File: src/rtl/boot_pkg.sv
// Shared definitions for the instruction-memory boot loader: frame header,
// length-field width and the loader state encoding.
package boot_pkg;

    localparam logic [7:0] BOOT_HDR = 8'hA5;
    localparam int         LEN_W    = 16;

    typedef enum logic [2:0] {
        IDLE    = 3'd0,
        LEN_LO  = 3'd1,
        LEN_HI  = 3'd2,
        PAYLOAD = 3'd3,
        CHECK   = 3'd4,
        DRAIN   = 3'd5,
        RUN     = 3'd6,
        ERR     = 3'd7
    } boot_state_e;

    // A frame is in flight from the first length byte up to the drain cycle.
    function automatic logic is_busy(input boot_state_e s);
        return (s == LEN_LO) || (s == LEN_HI) || (s == PAYLOAD) ||
               (s == CHECK)  || (s == DRAIN);
    endfunction

endpackage

File: src/rtl/boot_word_asm.sv
// Byte-to-word assembler: collects four little-endian bytes and presents the
// completed 32-bit word combinationally alongside the fourth byte.
module boot_word_asm (
    input  logic        clk,
    input  logic        rst,
    input  logic        in_en,
    input  logic [7:0]  in_byte,
    output logic        word_valid,
    output logic [31:0] word
);

    logic [1:0]  lane;
    logic [23:0] shift;

    // Lane counter and byte shift register; earlier bytes end up in the low lanes.
    always_ff @(posedge clk) begin
        if (rst) begin
            lane  <= 2'd0;
            shift <= 24'd0;
        end else if (in_en) begin
            lane  <= lane + 2'd1;
            shift <= {in_byte, shift[23:8]};
        end else begin
            lane  <= lane;
            shift <= shift;
        end
    end

    // The fourth byte completes the word in the same cycle it is accepted.
    always_comb begin
        word_valid = in_en && (lane == 2'd3);
        word       = {in_byte, shift};
    end

endmodule

File: src/rtl/imem_boot_loader.sv
// Frame-driven instruction-memory loader that releases the CPU via start once
// the whole image is committed. Optional trailing checksum: BOOT_CHECKSUM_EN.
module imem_boot_loader
    import boot_pkg::*;
#(
    parameter int ADDR_W    = 8,
    parameter int MAX_WORDS = 256
) (
    input  logic              clk,
    input  logic              rst,
    input  logic              in_valid,
    output logic              in_ready,
    input  logic [7:0]        in_data,
    output logic              imem_we,
    output logic [ADDR_W-1:0] imem_addr,
    output logic [31:0]       imem_wdata,
    output logic              start,
    output logic              busy,
    output logic              error
);

    boot_state_e state;
    boot_state_e next_state;

    logic [7:0]       len_lo;
    logic [ADDR_W:0]  len_words;
    logic [ADDR_W:0]  word_cnt;
    logic [LEN_W-1:0] len_full;
    logic             len_bad;
    logic             last_word;
    logic             accept;
    logic             asm_en;
    logic             word_valid;
    logic [31:0]      word;

`ifdef BOOT_CHECKSUM_EN
    logic [7:0] sum;
`endif

    boot_word_asm u_word_asm (
        .clk        (clk),
        .rst        (rst),
        .in_en      (asm_en),
        .in_byte    (in_data),
        .word_valid (word_valid),
        .word       (word)
    );

    // Handshake, length decode and end-of-payload detection.
    always_comb begin
        accept    = in_valid && in_ready;
        asm_en    = accept && (state == PAYLOAD);
        len_full  = {in_data, len_lo};
        len_bad   = (len_full == {LEN_W{1'b0}}) || (len_full > LEN_W'(MAX_WORDS));
        last_word = ((word_cnt + {{ADDR_W{1'b0}}, 1'b1}) == len_words);
    end

    // Next-state logic; RUN and ERR are only left through rst.
    always_comb begin
        next_state = state;
        case (state)
            IDLE: begin
                if (accept && (in_data == BOOT_HDR)) begin
                    next_state = LEN_LO;
                end else begin
                    next_state = IDLE;
                end
            end
            LEN_LO: begin
                if (accept) begin
                    next_state = LEN_HI;
                end else begin
                    next_state = LEN_LO;
                end
            end
            LEN_HI: begin
                if (accept && len_bad) begin
                    next_state = ERR;
                end else if (accept) begin
                    next_state = PAYLOAD;
                end else begin
                    next_state = LEN_HI;
                end
            end
            PAYLOAD: begin
                if (word_valid && last_word) begin
`ifdef BOOT_CHECKSUM_EN
                    next_state = CHECK;
`else
                    next_state = DRAIN;
`endif
                end else begin
                    next_state = PAYLOAD;
                end
            end
`ifdef BOOT_CHECKSUM_EN
            CHECK: begin
                if (accept && ((sum + in_data) == 8'h00)) begin
                    next_state = DRAIN;
                end else if (accept) begin
                    next_state = ERR;
                end else begin
                    next_state = CHECK;
                end
            end
`endif
            DRAIN:   next_state = RUN;
            RUN:     next_state = RUN;
            ERR:     next_state = ERR;
            default: next_state = IDLE;
        endcase
    end

    // State register.
    always_ff @(posedge clk) begin
        if (rst) begin
            state <= IDLE;
        end else begin
            state <= next_state;
        end
    end

    // Length capture and word counter; the extra counter bit lets N reach 2**ADDR_W.
    always_ff @(posedge clk) begin
        if (rst) begin
            len_lo    <= 8'd0;
            len_words <= '0;
            word_cnt  <= '0;
        end else begin
            if (accept && (state == LEN_LO)) begin
                len_lo <= in_data;
            end else begin
                len_lo <= len_lo;
            end
            if (accept && (state == LEN_HI)) begin
                len_words <= len_full[ADDR_W:0];
                word_cnt  <= '0;
            end else if (word_valid) begin
                len_words <= len_words;
                word_cnt  <= word_cnt + {{ADDR_W{1'b0}}, 1'b1};
            end else begin
                len_words <= len_words;
                word_cnt  <= word_cnt;
            end
        end
    end

`ifdef BOOT_CHECKSUM_EN
    // Running modulo-256 sum of payload bytes.
    always_ff @(posedge clk) begin
        if (rst) begin
            sum <= 8'd0;
        end else if (accept && (state == LEN_HI)) begin
            sum <= 8'd0;
        end else if (asm_en) begin
            sum <= sum + in_data;
        end else begin
            sum <= sum;
        end
    end
`endif

    // imem write port; address and data hold between strobes.
    always_ff @(posedge clk) begin
        if (rst) begin
            imem_we    <= 1'b0;
            imem_addr  <= '0;
            imem_wdata <= 32'd0;
        end else if (word_valid) begin
            imem_we    <= 1'b1;
            imem_addr  <= word_cnt[ADDR_W-1:0];
            imem_wdata <= word;
        end else begin
            imem_we    <= 1'b0;
            imem_addr  <= imem_addr;
            imem_wdata <= imem_wdata;
        end
    end

    // Status outputs track the state; start lags RUN by one cycle so it can never
    // coincide with the final write strobe.
    always_ff @(posedge clk) begin
        if (rst) begin
            start    <= 1'b0;
            busy     <= 1'b0;
            error    <= 1'b0;
            in_ready <= 1'b1;
        end else begin
            start    <= (state == RUN);
            busy     <= is_busy(next_state);
            error    <= (next_state == ERR);
            in_ready <= (next_state != RUN);
        end
    end

endmodule

File: config.mk
export PLATFORM = sky130hd
export DESIGN_NAME = imem_boot_loader
export DESIGN_NICKNAME = d
export VERILOG_FILES = /design/src/rtl/boot_pkg.sv /design/src/rtl/boot_word_asm.sv /design/src/rtl/imem_boot_loader.sv
export SDC_FILE = /design/constraint.sdc
export NUM_CORES = 1
export LEC_CHECK = 0
export BUFFER_PORTS_ARGS = -buffer_cell sky130_fd_sc_hd__buf_2
export CAP_MARGIN = 20
export CORE_UTILIZATION = 51
export DETAILED_ROUTE_END_ITERATION = 12
export PLACE_DENSITY = 0.72
export SLEW_MARGIN = 20
export SYNTH_ARGS = -nofsm -noshare
export SYNTH_HDL_FRONTEND = slang
export SYNTH_SLANG_ARGS = --single-unit
export TNS_END_PERCENT = 50
File: constraint.sdc
create_clock -name clk -period 6.4 [get_ports clk]
set_input_delay 0.64 -clock clk [delete_from_list [all_inputs] [get_ports clk]]
set_output_delay 0.64 -clock clk [all_outputs]
set_load 0.02 [all_outputs]
## Word-level counts from Yosys, hierarchy flattened

Cells that the tools add are included.
W data, S select, Z words.

- Add/subtract/negate cells: 2
- $lt $le $gt $ge: 1
- Equal/unequal tests: 16
- Multiplexer cells: 7
- Reductions and logical operators: 17

Operators by type and width:

| kind | count |
|---|---|
| $eq A3 B3 Y1 const B | 6 |
| $pmux W3 S6 | 1 |
| $gt A16 B9 Y1 const B | 1 |
| $logic_not A16 Y1 | 1 |
| $eq A3 B2 Y1 const B | 4 |
| $add A9 B1 Y9 const B | 1 |
| $eq A9 B9 Y1 | 1 |
| $eq A8 B8 Y1 const B | 1 |
| $logic_and A1 B1 Y1 | 8 |
| $eq A3 B1 Y1 const B | 2 |
| $mux W3 | 2 |
| $logic_or A1 B1 Y1 | 5 |
| $reduce_or A2 Y1 | 2 |
| $logic_not A3 Y1 | 1 |
| $mux W1 | 3 |
| $ne A3 B3 Y1 const B | 1 |
| $add A2 B1 Y2 const B | 1 |
| $eq A2 B2 Y1 const B | 1 |
| $mux W2 | 1 |

- Bits in registers: 100
- Input port bits: 11

## Longest topological paths before layout

- Word-level depth: 11
- Mapped depth: 8

## Hierarchy

A second synthesis with hierarchy kept.

- Cells, all modules: 401
- Area total of the unflattened synthesis: 4,040.1 µm²

Modules (own cells, without submodules):

| module | times used | cells an instance | area an instance (µm²) |
|---|---|---|---|
| imem_boot_loader | 1 | 307 | 3,016.6 |
| boot_word_asm | 1 | 94 | 1,023.5 |

## Worst setup path after synthesis

Ideal clock, no wire load.

- Path type: input-to-reg
- Start: input in_valid
- End: register busy
- Setup time: 0.123 ns
- Data arrival time: 2.245 ns
- Path slack: 4.032 ns
- Stages on the path: 8
- Cells stage by stage: and3b_1 buf_4 and4_1 buf_4 nand4_1 a211o_1 o32ai_1 mux2_1

- Word-level cells in the longest chain between the ends: 11
- Elaborated cells between the ends (all ways): 21

RTL lines:

| item | RTL line | source |
|---|---|---|
| start, declared | imem_boot_loader.sv:11 | `input logic in_valid,` |
| $logic_and A1 B1 Y1 * | imem_boot_loader.sv:51 | `accept = in_valid && in_ready;` |
| $logic_and A1 B1 Y1 | imem_boot_loader.sv:52 | `asm_en = accept && (state == PAYLOAD);` |
| $logic_and A1 B1 Y1 | boot_word_asm.sv:31 | `word_valid = in_en && (lane == 2'd3);` |
| $logic_and A1 B1 Y1 | imem_boot_loader.sv:86 | `if (word_valid && last_word) begin` |
| $mux W3 | imem_boot_loader.sv:86 |  |
| $pmux W3 S6 * | imem_boot_loader.sv:61 | `case (state)` |
| $eq A3 B1 Y1 or $eq A3 B2 Y1 (tied branches) | boot_pkg.sv:21 | `return (s == LEN_LO) \|\| (s == LEN_HI) \|\| (s == PAYLOAD) \|\|` |
| $logic_or A1 B1 Y1 (3 in a row) | boot_pkg.sv:21 |  |
| $logic_or A1 B1 Y1 * | boot_pkg.sv:22 | `(s == CHECK) \|\| (s == DRAIN);` |
| end signal, assigned | imem_boot_loader.sv:190 | `busy <= is_busy(next_state);` |
| end, declared | imem_boot_loader.sv:18 | `output logic busy,` |

Every way passes the cells marked *; elsewhere a longest branch is shown, timed or not.
A chain may end at the register's enable or synchronous reset.

## Final worst setup path

- Start: register word_cnt[0]
- End: register busy

- Word-level cells in the longest chain between the ends: 10
- Elaborated cells between the ends (all ways): 14

RTL lines:

| item | RTL line | source |
|---|---|---|
| start, declared | imem_boot_loader.sv:27 | `logic [ADDR_W:0] word_cnt;` |
| start signal, assigned | imem_boot_loader.sv:140 | `word_cnt <= word_cnt + {{ADDR_W{1'b0}}, 1'b1};` |
| start signal, assigned | imem_boot_loader.sv:143 | `word_cnt <= word_cnt;` |
| $add A9 B1 Y9 * | imem_boot_loader.sv:55 | `last_word = ((word_cnt + {{ADDR_W{1'b0}}, 1'b1}) == len_words);` |
| $eq A9 B9 Y1 * | imem_boot_loader.sv:55 |  |
| $logic_and A1 B1 Y1 * | imem_boot_loader.sv:86 |  |
| $mux W3 * | imem_boot_loader.sv:86 |  |
| $pmux W3 S6 * | imem_boot_loader.sv:61 |  |
| $eq A3 B1 Y1 or $eq A3 B2 Y1 (tied branches) | boot_pkg.sv:21 |  |
| $logic_or A1 B1 Y1 (3 in a row) | boot_pkg.sv:21 |  |
| $logic_or A1 B1 Y1 * | boot_pkg.sv:22 |  |

Marks and branches as above.

==> results.sh <==
export IMPL_outcome="completed"
export IMPL_synth_distinct_cells=36
export IMPL_worstPathCellList="ha_1, nor2b_1, nand2b_1, a311o_1, a211o_1, o32ai_1, mux2_1"
export IMPL_reg2reg_from="word_cnt[0]$_SDFFE_PP0P_"
export IMPL_worstMarginPinSlew_ns=0.931
export IMPL_vias=3266
export IMPL_busiest_layer="met2"
export IMPL_die_y_um=89.3
export IMPL_diodes=0
export IMPL_synth_commonest_cells="156 x nand2_1, 100 x dfxtp_1, 82 x a21oi_1"
export IMPL_ctsResizeCount=0
export IMPL_synth_most_common_cell="nand2_1"
export IMPL_rsz0062_at_grt="no"
export IMPL_grt_use_total=0.230
export IMPL_h_tree_depth=3
export IMPL_antenna_found_initial=0
export IMPL_synth_compound_area_share=0.128
export IMPL_hold_violations=0
export IMPL_hold_start="imem_wdata[1]$_SDFFE_PP0P_"
export IMPL_synth_top_area_cell="dfxtp_1"
export IMPL_power_total_w=0.00115
export IMPL_layout_drive_gt1_share=0.141
export IMPL_drtIter0Drc=196
export IMPL_synth_flop_cell="dfxtp_1"
export IMPL_arrival_ns=2.89
export IMPL_synth_area_top_cells="dfxtp_1 52%, nand2_1 15%, a21oi_1 11%, clkbuf_1 3.1%, xnor2_1 2.7%"
export IMPL_critPathMaxFanout=9
export IMPL_post_route_util=0.604
export IMPL_path_clk_slew_ns=0.10
export IMPL_grt_pass1_vias=2855
export IMPL_r2r_worst_path_cells=7
export IMPL_fmax_ghz=0.381
export IMPL_yosysWarnings=0
export IMPL_finalMaxSlewViolations=0
export IMPL_critPathKind="reg2reg"
export IMPL_leakagePower_nw=1.64
export IMPL_via_per_inst=5.28
export IMPL_cp_end_kind="register"
export IMPL_clock_sinks=100
export IMPL_period_needed_ns=2.63
export IMPL_use_met3=0.0489
export IMPL_wl_um=8320
export IMPL_ys_seq_elements=100
export IMPL_maxCapViolations=0
export IMPL_cts_setup_buffers=0
export IMPL_hp_class="reg2reg"
export IMPL_min_path_cells=2
export IMPL_synthArstFlopShare=0
export IMPL_start_kind="register"
export IMPL_relSlewSlack=0.378
export IMPL_use_met1=0.327
export IMPL_irDropWorstVdd_mv=0.138
export IMPL_gp_congestion=0.814
export IMPL_cts_buffers=9
export IMPL_synthSimpleGateAreaFrac=0.242
export IMPL_initial_utilization=0.532
export IMPL_nets=528
export IMPL_min_to="imem_wdata[1]$_SDFFE_PP0P_"
export IMPL_row_count=31
export IMPL_setup_viol=0
export IMPL_seq_area_frac_synth=0.516
export IMPL_r2r_setup_slack_ns=3.77
export IMPL_area_growth_pct=13.5
export IMPL_portBuffers=55
export IMPL_muxShareOfSynthArea=0.0235
export IMPL_n_fill_cell=707
export IMPL_grt_max_degree=54
export IMPL_synth_top_family_by_area="simple AND/OR/NAND/NOR gates"
export IMPL_yosysTopAreaCellShare=0.516
export IMPL_drtAntennaViolNets=0
export IMPL_placed_cell_area_um2=4160
export IMPL_final_cell_area_um2=4410
export IMPL_hpwl_um=5390
export IMPL_syn_nets=495
export IMPL_syn_area_um2=3880
export IMPL_grt_pass1_wl_um=13800
export IMPL_cts_hold_buf=0
export IMPL_dieArea_um2=7970
export IMPL_synth_edff_count=0
export IMPL_tritoncts="done"
export IMPL_drcViolationCount=0
export IMPL_slowest_stage="dfxtp_1"
export IMPL_power_density_nw_per_um2=262
export IMPL_ios=56
export IMPL_slowest_delay_ns=0.49
export IMPL_syn_inst=482
export IMPL_firstDrtPassIters=4
export IMPL_fin_tns_setup_ns=0
export IMPL_die_w_um=89.3
export IMPL_cts_buffer_depth=2
export IMPL_wl_per_cell_um=13.5
export IMPL_synth_xor_area_share=0.0474
export IMPL_cts_root_buf="clkbuf_8"
export IMPL_synth_avg_cell_area_um2=8.05
export IMPL_met2_usage=0.339
export IMPL_coreArea_um2=7290
export IMPL_r2r_end="busy$_SDFF_PP0_"
export IMPL_clk_insertion_delay_late_ns=0.37
export IMPL_synthAdderAreaFrac=0.00645
export IMPL_finalClockSkew_ns=0.0102
export IMPL_critPathRequiredTime_ns=6.66
export IMPL_overflow=0
export IMPL_timing_final_crit_share=0.410
==> worst max-delay path by stage <==
stage,from,cells after the start,to
2_1_floorplan,in_valid,8,busy$_SDFF_PP0_
3_3_place_gp,word_cnt[0]$_SDFFE_PP0P_,7,busy$_SDFF_PP0_
3_5_place_dp,word_cnt[0]$_SDFFE_PP0P_,7,busy$_SDFF_PP0_
4_1_cts,word_cnt[0]$_SDFFE_PP0P_,7,busy$_SDFF_PP0_
5_1_grt,word_cnt[0]$_SDFFE_PP0P_,7,busy$_SDFF_PP0_
6_report,word_cnt[0]$_SDFFE_PP0P_,7,busy$_SDFF_PP0_
==> cells in the final DEF, fill, tap and decap left out, drive strengths merged, types with 6 or more instances in the layout <==
cell type / instances
dfxtp: 100
buf: 58
nand4: 6
xnor2: 12
nand2: 156
mux2i: 8
a21oi: 82
nor2: 24
xor2: 9
clkbuf: 10
==> registers in the layout, indices dropped and copies added, names as in the netlist <==
register / flops
imem_wdata: 32
u_word_asm.shift: 24
len_words: 9
word_cnt: 9
imem_addr: 8
len_lo: 8
state: 3
u_word_asm.lane: 2
busy: 1
error: 1
imem_we: 1
in_ready: 1
start: 1
==> where the power goes <==
part	switching (W)	total, W	leakage, nW	internal (W)
clock	0.000219	0.000490	0.123	0.000271
combinational	0.0000236	0.0000345	0.707	0.0000109
sequential	0.00000446	0.000630	0.806	0.000625
total	0.000247	0.00115	1.64	0.000907
==> final cells by class <==
| cell class | instances | area (µm²) | share of cell area |
|---|---|---|---|
| flip-flops and latches | 100 | 2000 | 0.454 |
| well taps | 99 | 124 | 0.0281 |
| clock buffers | 10 | 138 | 0.0312 |
| multi-input cells | 346 | 1740 | 0.394 |
| clock inverters | 5 | 108 | 0.0244 |
| repair buffers | 58 | 298 | 0.0676 |
==> worst max-delay path, delay by kind of cell, from the launching register on <==
| family | cells | cell delay, ns |
|---|---|---|
| AOI/OAI and AO/OA | 3 | 1.02 |
| and+or+nand+nor | 2 | 0.28 |
| DFF | 1 | 0.49 |
| muxes | 1 | 0.35 |
| adders and majority gates | 1 | 0.37 |
==> per-stage QoR <==
stage	hold slack, ns	instances	setup slack, ns
2_1_floorplan	0.432	482	4.03
3_3_place_gp	0.441	603	3.92
3_5_place_dp	0.443	603	3.80
4_1_cts	0.456	618	3.78
5_1_grt	0.472	618	3.60
6_report	0.455	618	3.77
==> cells by family (layout without fill, tap and decap cells) <==
| family | count (synthesis) | count (layout) |
|---|---|---|
| AO/OA/AOI/OAI | 93 | 93 |
| XOR/XNOR | 21 | 21 |
| adder cells (fa/ha/maj) | 2 | 2 |
| buffers and inverters | 36 | 73 |
| flip-flops | 100 | 100 |
| multiplexers | 9 | 9 |
| AND/OR/NAND/NOR | 221 | 221 |
==> layer usage <==
metal	part of all wire	vias to the layer above
met4	0.017	0
met5	0	-
met3	0.046	12
li1	-	1659
met1	0.49	1513
met2	0.45	82
Power figures use the tool's default switching activity.
